$ cat config.mk
export PLATFORM = sky130hd
export DESIGN_NAME = dual_input_debouncer_flat
export DESIGN_NICKNAME = d
export VERILOG_FILES = /design/src/rtl/dual_input_debouncer_if.sv /design/src/rtl/dual_input_debouncer.sv /design/src/flat_wrapper.sv
export SDC_FILE = /design/constraint.sdc
export NUM_CORES = 1
export LEC_CHECK = 0
export ABC_AREA = 1
export CORE_MARGIN = 2
export CORE_UTILIZATION = 50
export CTS_CLUSTER_SIZE = 25
export DETAILED_ROUTE_END_ITERATION = 12
export PLACE_DENSITY_LB_ADDON = 0.12
export SYNTH_ARGS = -nofsm -noshare
export SYNTH_HDL_FRONTEND = slang
export SYNTH_SLANG_ARGS = --single-unit
$ cat constraint.sdc
create_clock -name clk -period 5.8 [get_ports clk]
set_input_delay 1.16 -clock clk [delete_from_list [all_inputs] [get_ports clk]]
set_output_delay 1.16 -clock clk [all_outputs]
set_load 0.01 [all_outputs]
$ cat src/rtl/dual_input_debouncer_if.sv
// Bundle of raw switch inputs and conditioned outputs for the dual-input debouncer.
// Latency: none (wires only).
// Backpressure: none; levels and pulses are free-running.
interface dual_input_debouncer_if #(
  parameter int GLITCH_W = 8
);
  logic                raw_a;
  logic                raw_b;
  logic                glitch_clr;
  logic                A;
  logic                B;
  logic                a_rise;
  logic                a_fall;
  logic                b_rise;
  logic                b_fall;
  logic [GLITCH_W-1:0] glitch_cnt;

  // Stimulus side: drives raw inputs and the glitch clear, observes conditioned outputs.
  modport master (
    output raw_a, raw_b, glitch_clr,
    input  A, B, a_rise, a_fall, b_rise, b_fall, glitch_cnt
  );

  // Debouncer side.
  modport slave (
    input  raw_a, raw_b, glitch_clr,
    output A, B, a_rise, a_fall, b_rise, b_fall, glitch_cnt
  );
endinterface

$ cat src/rtl/dual_input_debouncer.sv
// Two-channel switch conditioner: 2-flop sync, per-channel debounce FSM, edge pulses, glitch count.
// Latency: a held level change appears on A/B (with its pulse) DEBOUNCE_CYCLES+2 edges after first sample.
// Backpressure: none; outputs are registered levels/pulses, glitch counter saturates.
module dual_input_debouncer #(
  parameter int DEBOUNCE_CYCLES = 4,
  parameter int GLITCH_W        = 8
) (
  input  logic                  clk,
  input  logic                  rst_n,
  dual_input_debouncer_if.slave bus
);

  localparam int CNT_W = (DEBOUNCE_CYCLES > 1) ? $clog2(DEBOUNCE_CYCLES) : 1;
  localparam logic [CNT_W-1:0] CNT_LAST = CNT_W'(DEBOUNCE_CYCLES - 1);
  localparam int GS_W = GLITCH_W + 1;

  typedef enum logic [1:0] {
    S_LOW,
    S_WAIT_HI,
    S_HIGH,
    S_WAIT_LO
  } state_t;

  // Index 0 is channel A, index 1 is channel B throughout.
  logic [1:0]          w_raw;
  logic [1:0]          r_s1;
  logic [1:0]          r_s2;
  state_t              r_state     [2];
  state_t              w_state_nxt [2];
  logic [CNT_W-1:0]    r_cnt       [2];
  logic [CNT_W-1:0]    w_cnt_nxt   [2];
  logic [1:0]          r_lvl;
  logic [1:0]          w_lvl_nxt;
  logic [1:0]          r_rise;
  logic [1:0]          w_rise_nxt;
  logic [1:0]          r_fall;
  logic [1:0]          w_fall_nxt;
  logic [1:0]          w_glitch;
  logic [GLITCH_W-1:0] r_gcnt;
  logic [GS_W-1:0]     w_gsum;

  assign w_raw = {bus.raw_b, bus.raw_a};

  // Two-flop synchroniser per channel; the FSM only ever looks at r_s2.
  always_ff @(posedge clk) begin
    if (!rst_n) begin
      r_s1 <= '0;
      r_s2 <= '0;
    end else begin
      r_s1 <= w_raw;
      r_s2 <= r_s1;
    end
  end

  // FSM state, wait counter, debounced level and edge pulses register per channel.
  always_ff @(posedge clk) begin
    if (!rst_n) begin
      for (int ch = 0; ch < 2; ch++) begin
        r_state[ch] <= S_LOW;
        r_cnt[ch]   <= '0;
      end
      r_lvl  <= '0;
      r_rise <= '0;
      r_fall <= '0;
    end else begin
      for (int ch = 0; ch < 2; ch++) begin
        r_state[ch] <= w_state_nxt[ch];
        r_cnt[ch]   <= w_cnt_nxt[ch];
      end
      r_lvl  <= w_lvl_nxt;
      r_rise <= w_rise_nxt;
      r_fall <= w_fall_nxt;
    end
  end

  // Next-state logic: a wait state needs DEBOUNCE_CYCLES+1 consecutive new-value samples;
  // one old-value sample aborts back to the stable state and flags a glitch.
  always_comb begin
    for (int ch = 0; ch < 2; ch++) begin
      w_state_nxt[ch] = r_state[ch];
      w_cnt_nxt[ch]   = r_cnt[ch];
      w_lvl_nxt[ch]   = r_lvl[ch];
      w_rise_nxt[ch]  = 1'b0;
      w_fall_nxt[ch]  = 1'b0;
      w_glitch[ch]    = 1'b0;
      case (r_state[ch])
        S_LOW: begin
          if (r_s2[ch]) begin
            w_state_nxt[ch] = S_WAIT_HI;
            w_cnt_nxt[ch]   = '0;
          end
        end
        S_WAIT_HI: begin
          if (!r_s2[ch]) begin
            w_state_nxt[ch] = S_LOW;
            w_glitch[ch]    = 1'b1;
          end else if (r_cnt[ch] == CNT_LAST) begin
            w_state_nxt[ch] = S_HIGH;
            w_lvl_nxt[ch]   = 1'b1;
            w_rise_nxt[ch]  = 1'b1;
          end else begin
            w_cnt_nxt[ch] = r_cnt[ch] + CNT_W'(1);
          end
        end
        S_HIGH: begin
          if (!r_s2[ch]) begin
            w_state_nxt[ch] = S_WAIT_LO;
            w_cnt_nxt[ch]   = '0;
          end
        end
        S_WAIT_LO: begin
          if (r_s2[ch]) begin
            w_state_nxt[ch] = S_HIGH;
            w_glitch[ch]    = 1'b1;
          end else if (r_cnt[ch] == CNT_LAST) begin
            w_state_nxt[ch] = S_LOW;
            w_lvl_nxt[ch]   = 1'b0;
            w_fall_nxt[ch]  = 1'b1;
          end else begin
            w_cnt_nxt[ch] = r_cnt[ch] + CNT_W'(1);
          end
        end
        default: begin
          w_state_nxt[ch] = S_LOW;
        end
      endcase
    end
  end

  // One extra bit of headroom so a saturating add of up to 2 can detect overflow.
  assign w_gsum = {1'b0, r_gcnt} + GS_W'(w_glitch[0]) + GS_W'(w_glitch[1]);

  // Saturating glitch counter; clear wins over any same-cycle increment.
  always_ff @(posedge clk) begin
    if (!rst_n) begin
      r_gcnt <= '0;
    end else if (bus.glitch_clr) begin
      r_gcnt <= '0;
    end else if (w_gsum[GLITCH_W]) begin
      r_gcnt <= '1;
    end else begin
      r_gcnt <= w_gsum[GLITCH_W-1:0];
    end
  end

  assign bus.A          = r_lvl[0];
  assign bus.B          = r_lvl[1];
  assign bus.a_rise     = r_rise[0];
  assign bus.a_fall     = r_fall[0];
  assign bus.b_rise     = r_rise[1];
  assign bus.b_fall     = r_fall[1];
  assign bus.glitch_cnt = r_gcnt;

endmodule
$ cat src/flat_wrapper.sv
// flat-port wrapper written by rule: the top's interface ports become plain ports
module dual_input_debouncer_flat 
#(
  parameter int DEBOUNCE_CYCLES = 4,
  parameter int GLITCH_W        = 8
)
  (clk, rst_n, bus_raw_a, bus_raw_b, bus_glitch_clr, bus_A, bus_B, bus_a_rise, bus_a_fall, bus_b_rise, bus_b_fall, bus_glitch_cnt);
  dual_input_debouncer_if #(.GLITCH_W(GLITCH_W)) bus_i ();
  input  logic clk;
  input  logic rst_n;
  input wire logic [$bits(bus_i.raw_a)-1:0] bus_raw_a;
  input wire logic [$bits(bus_i.raw_b)-1:0] bus_raw_b;
  input wire logic [$bits(bus_i.glitch_clr)-1:0] bus_glitch_clr;
  output wire logic [$bits(bus_i.A)-1:0] bus_A;
  output wire logic [$bits(bus_i.B)-1:0] bus_B;
  output wire logic [$bits(bus_i.a_rise)-1:0] bus_a_rise;
  output wire logic [$bits(bus_i.a_fall)-1:0] bus_a_fall;
  output wire logic [$bits(bus_i.b_rise)-1:0] bus_b_rise;
  output wire logic [$bits(bus_i.b_fall)-1:0] bus_b_fall;
  output wire logic [$bits(bus_i.glitch_cnt)-1:0] bus_glitch_cnt;
  assign bus_i.raw_a = bus_raw_a;
  assign bus_i.raw_b = bus_raw_b;
  assign bus_i.glitch_clr = bus_glitch_clr;
  assign bus_A = bus_i.A;
  assign bus_B = bus_i.B;
  assign bus_a_rise = bus_i.a_rise;
  assign bus_a_fall = bus_i.a_fall;
  assign bus_b_rise = bus_i.b_rise;
  assign bus_b_fall = bus_i.b_fall;
  assign bus_glitch_cnt = bus_i.glitch_cnt;
  dual_input_debouncer #(.DEBOUNCE_CYCLES(DEBOUNCE_CYCLES), .GLITCH_W(GLITCH_W)) u_core (.clk(clk), .rst_n(rst_n), .bus(bus_i));
endmodule
==> results_dict.tcl <==
set metrics [dict create \
    clkTransAtPathRegs_ps 130 \
    crit_path_end "u_core.bus.glitch_cnt[5]$_SDFF_PP0_" \
    synth_async_sr_flop_share_pct 0 \
    yosysMostFrequentCell "nand2_1" \
    least_setup_slack_across_all_paths_after_layout_ps 3290 \
    synth_area_leader_cell "dfxtp_1" \
    worstSkewPairLatency_ps 320 \
    synth-main-ff-cell "dfxtp_1" \
    finalHoldViolations 0 \
    final_layout_size_suffix_gt1_share_pct 8.29 \
    placement.io_buffers 18 \
    endpoint_kind "flip-flop" \
    io-pin-count 19 \
    synth.area.top_cells "dfxtp_1 (39%), nand2_1 (12%), inv_1 (9.0%)" \
    cts-htree-levels 1 \
    place_congestion 0.794 \
    yosys.area.top_type_share_pct 39.0 \
    fmax_mhz 398 \
    vdd_ir_drop_max_mv 0.255 \
    stdcell_count 235 \
    grt_antenna_before_repair 0 \
    detail_route.iter0.violations 43 \
    crit-reg2reg-capture "u_core.bus.glitch_cnt[5]$_SDFF_PP0_" \
    yosys-top-cells-count "nand2_1 (41), inv_1 (32), dfxtp_1 (26)" \
    timing_worst_setup_path_type "reg -> reg" \
    synthesis.area_per_instance_sq_um 7.21 \
    syn_nets 200 \
    whs_ps 419 \
    floorplan.die.height_um 55.7 \
    floorplan.die_area_sq_um 3100 \
    numCtsBuffers 3 \
    critical_path.startpoint_type "flip-flop" \
    layout.core_utilization_pct 62.8 \
    cts_hold_repair.buffers 0 \
    final.setup.tns_ps 0 \
    crit_family "adder cells" \
    rows 18 \
    run_status "complete, no violations" \
    via_count 1199 \
    hp-class "reg -> reg" \
    reg2reg_slack_ps 3290 \
    grt_pass1_vias 1054 \
    final_antenna_net_count 0 \
    cts-root-buf "clkbuf_4" \
    critical-path-max-stage-delay_ps 460 \
    clock_tree_sinks 26 \
    total_leakage_power_nw 0.755 \
    wl_mm 2.59 \
    tritoncts_clock_tree "yes" \
    number_of_distinct_library_cell_variants_in_the_gate_level_netlist_after_synthesis 22 \
    postCtsResizedCells 0 \
    grt.total_usage_pct 17.4 \
    final_max_slew_viol_count 0 \
    final.period_utilization_pct 43.3 \
    detailed_place.area_sq_um 1550 \
    rsz_0062_raised_after_global_routing "no" \
    final.fill_count 223 \
    synth.yosys.seq_area_share_pct 39.0 \
    timing.final.setup_violations 0 \
    dp.cells 232 \
    max_slew_margin_pct 68.8 \
    coreArea_sq_um 2500 \
    initial_core_util_pct 53.4 \
    minimum_clock_period_ps 2510 \
    worstSetupStartpoint "u_core.r_state[0][2]$_SDFFE_PN0P_" \
    worstRegToRegCells 13 \
    syn_to_final_growth_pct 17.7 \
    fin_total_pwr_mw 0.468 \
    max-clock-path-buffers 2 \
    drc 0 \
    required_time_at_the_endpoint_of_the_critical_path_ps 6080 \
    timing.clock.skew_ps 10.5 \
    r2r-start "u_core.r_state[0][2]$_SDFFE_PN0P_" \
    crit_slowest_cell "dfxtp_1" \
    dieWidth_um 55.7 \
    worstPathBufferInverterCount 3 \
    worstPathCellList "ha_1 > nand2_1 > nand2_1 > inv_1 > fa_1 > inv_1 > ha_1 > nand2_2 > nor3_4 > nand2_4 > nand3_1 > nand2_1 > inv_1" \
    netlist_instances 185 \
    nNetsFinal 222 \
    cts_setup_buffers 0 \
    power-per-cell-area_nw_per_um2 298 \
    route.detailed.vias_per_inst 5.10 \
    synth.cell_area_sq_um 1330 \
    dp_hpwl_mm 2.02 \
    synth_enable_flop_cells 0 \
    routed_wire_per_std_cell_um 11.0 \
    antenna_diode_count 0 \
    final_design_area_excluding_fillers_sq_um 1570 \
    worst-path-stages 13 \
    max_slew.worst_pin.slew_ps 467 \
    max_cap_viol 0 \
    critical_path.max_fanout 7 \
    synth.yosys.warnings 0 \
    first_pass_grt_wire_length_mm 4.33 \
    critPathArrivalTime_ps 2790 \
    grt_max_degree 14 \
    globalRoute.totalOverflow 0 \
    yosys_register_bits 26 \
    drt_pass1_iterations 4 \
    dpl_worst_slack_ps 3240 \
]
==> cells by family after synthesis <==
family                   Yosys count  synth area share (%)
AO/OA/AOI/OAI                     19                  7.69
XOR/XNOR                           3                  1.97
buffers and inverters             37                  10.4
adder cells (fa/ha/maj)           10                  9.94
AND/OR/NAND/NOR                   90                  31.0
flip-flops                        26                  39.0
==> metal layers <==
metal | GRT usage [%] | wire length (um) | vias to the layer above
met5 | 0 | 0 | -
met4 | 7.32 | 34 | 0
met3 | 2.33 | 120 | 4
met2 | 31.3 | 1290 | 40
met1 | 20.5 | 1140 | 539
li1 | - | - | 616
==> layout make-up <==
cell class                      count  area [sq um]  share of cell area, %
Multi-Input combinational cell    122           674                   42.9
Sequential cell                    26           520                   33.1
Tap cell                           30          37.5                   2.39
Timing Repair Buffer               18           180                   11.5
Clock buffer                        3          22.5                   1.43
Inverter                           36           135                   8.61
==> registers in the layout, indices dropped and copies added (netlist names), named ones only <==
name                   count
u_core.bus.glitch_cnt      8
u_core.r_cnt               4
u_core.r_fall              2
u_core.r_lvl               2
u_core.r_rise              2
u_core.r_s1                2
u_core.r_s2                2
u_core.r_state             2
==> power by group <==
part	total (mW)	internal [mW]	switching [mW]	leakage, nW
clock	0.0747	0.0244	0.0503	0.0138
combinational	0.173	0.0673	0.105	0.530
sequential	0.220	0.200	0.0209	0.211
total	0.468	0.291	0.176	0.755
==> tightest hold or removal path, stage by stage (launching register included) <==
cell and delay (ps):
dfxtp_1 320, nand2_1 50, inv_1 30
==> how the worst min path moves through the flow <==
| stage | to | cells past startpoint | slack (ps) | startpoint |
|---|---|---|---|---|
| after floorplan | u_core.r_s2[0]$_SDFF_PN0_ | 2 | 390 | u_core.r_s1[0]$_SDFF_PN0_ |
| after global placement | u_core.r_s2[0]$_SDFF_PN0_ | 2 | 400 | u_core.r_s1[0]$_SDFF_PN0_ |
| after detailed placement | u_core.r_s2[0]$_SDFF_PN0_ | 2 | 410 | u_core.r_s1[0]$_SDFF_PN0_ |
| after CTS | u_core.r_s2[0]$_SDFF_PN0_ | 2 | 430 | u_core.r_s1[0]$_SDFF_PN0_ |
| after global routing | u_core.r_s2[1]$_SDFF_PN0_ | 2 | 460 | u_core.r_s1[1]$_SDFF_PN0_ |
| final | u_core.r_s2[1]$_SDFF_PN0_ | 2 | 420 | u_core.r_s1[1]$_SDFF_PN0_ |
==> cells in the final DEF (no fill, tap or decap) <==
cell type        netlist  final
a21oi_1                8      8
a21oi_2                2      2
clkbuf_4               0      3
clkdlybuf4s50_1        0     18
dfxtp_1               26     26
fa_1                   1      1
ha_1                   9      9
inv_1                 32     32
inv_2                  4      4
nand2_1               41     41
nand2_2                5      5
nand2_4                1      1
nand3_1               13     13
nand4_1                3      3
nor2_1                18     18
nor2_4                 1      1
nor3_1                 5      5
nor3_4                 1      1
nor4_1                 2      2
o21ai_0                4      4
o21ai_1                5      5
xnor2_1                1      1
xor2_1                 2      2
(Power assumes the default switching activity.)
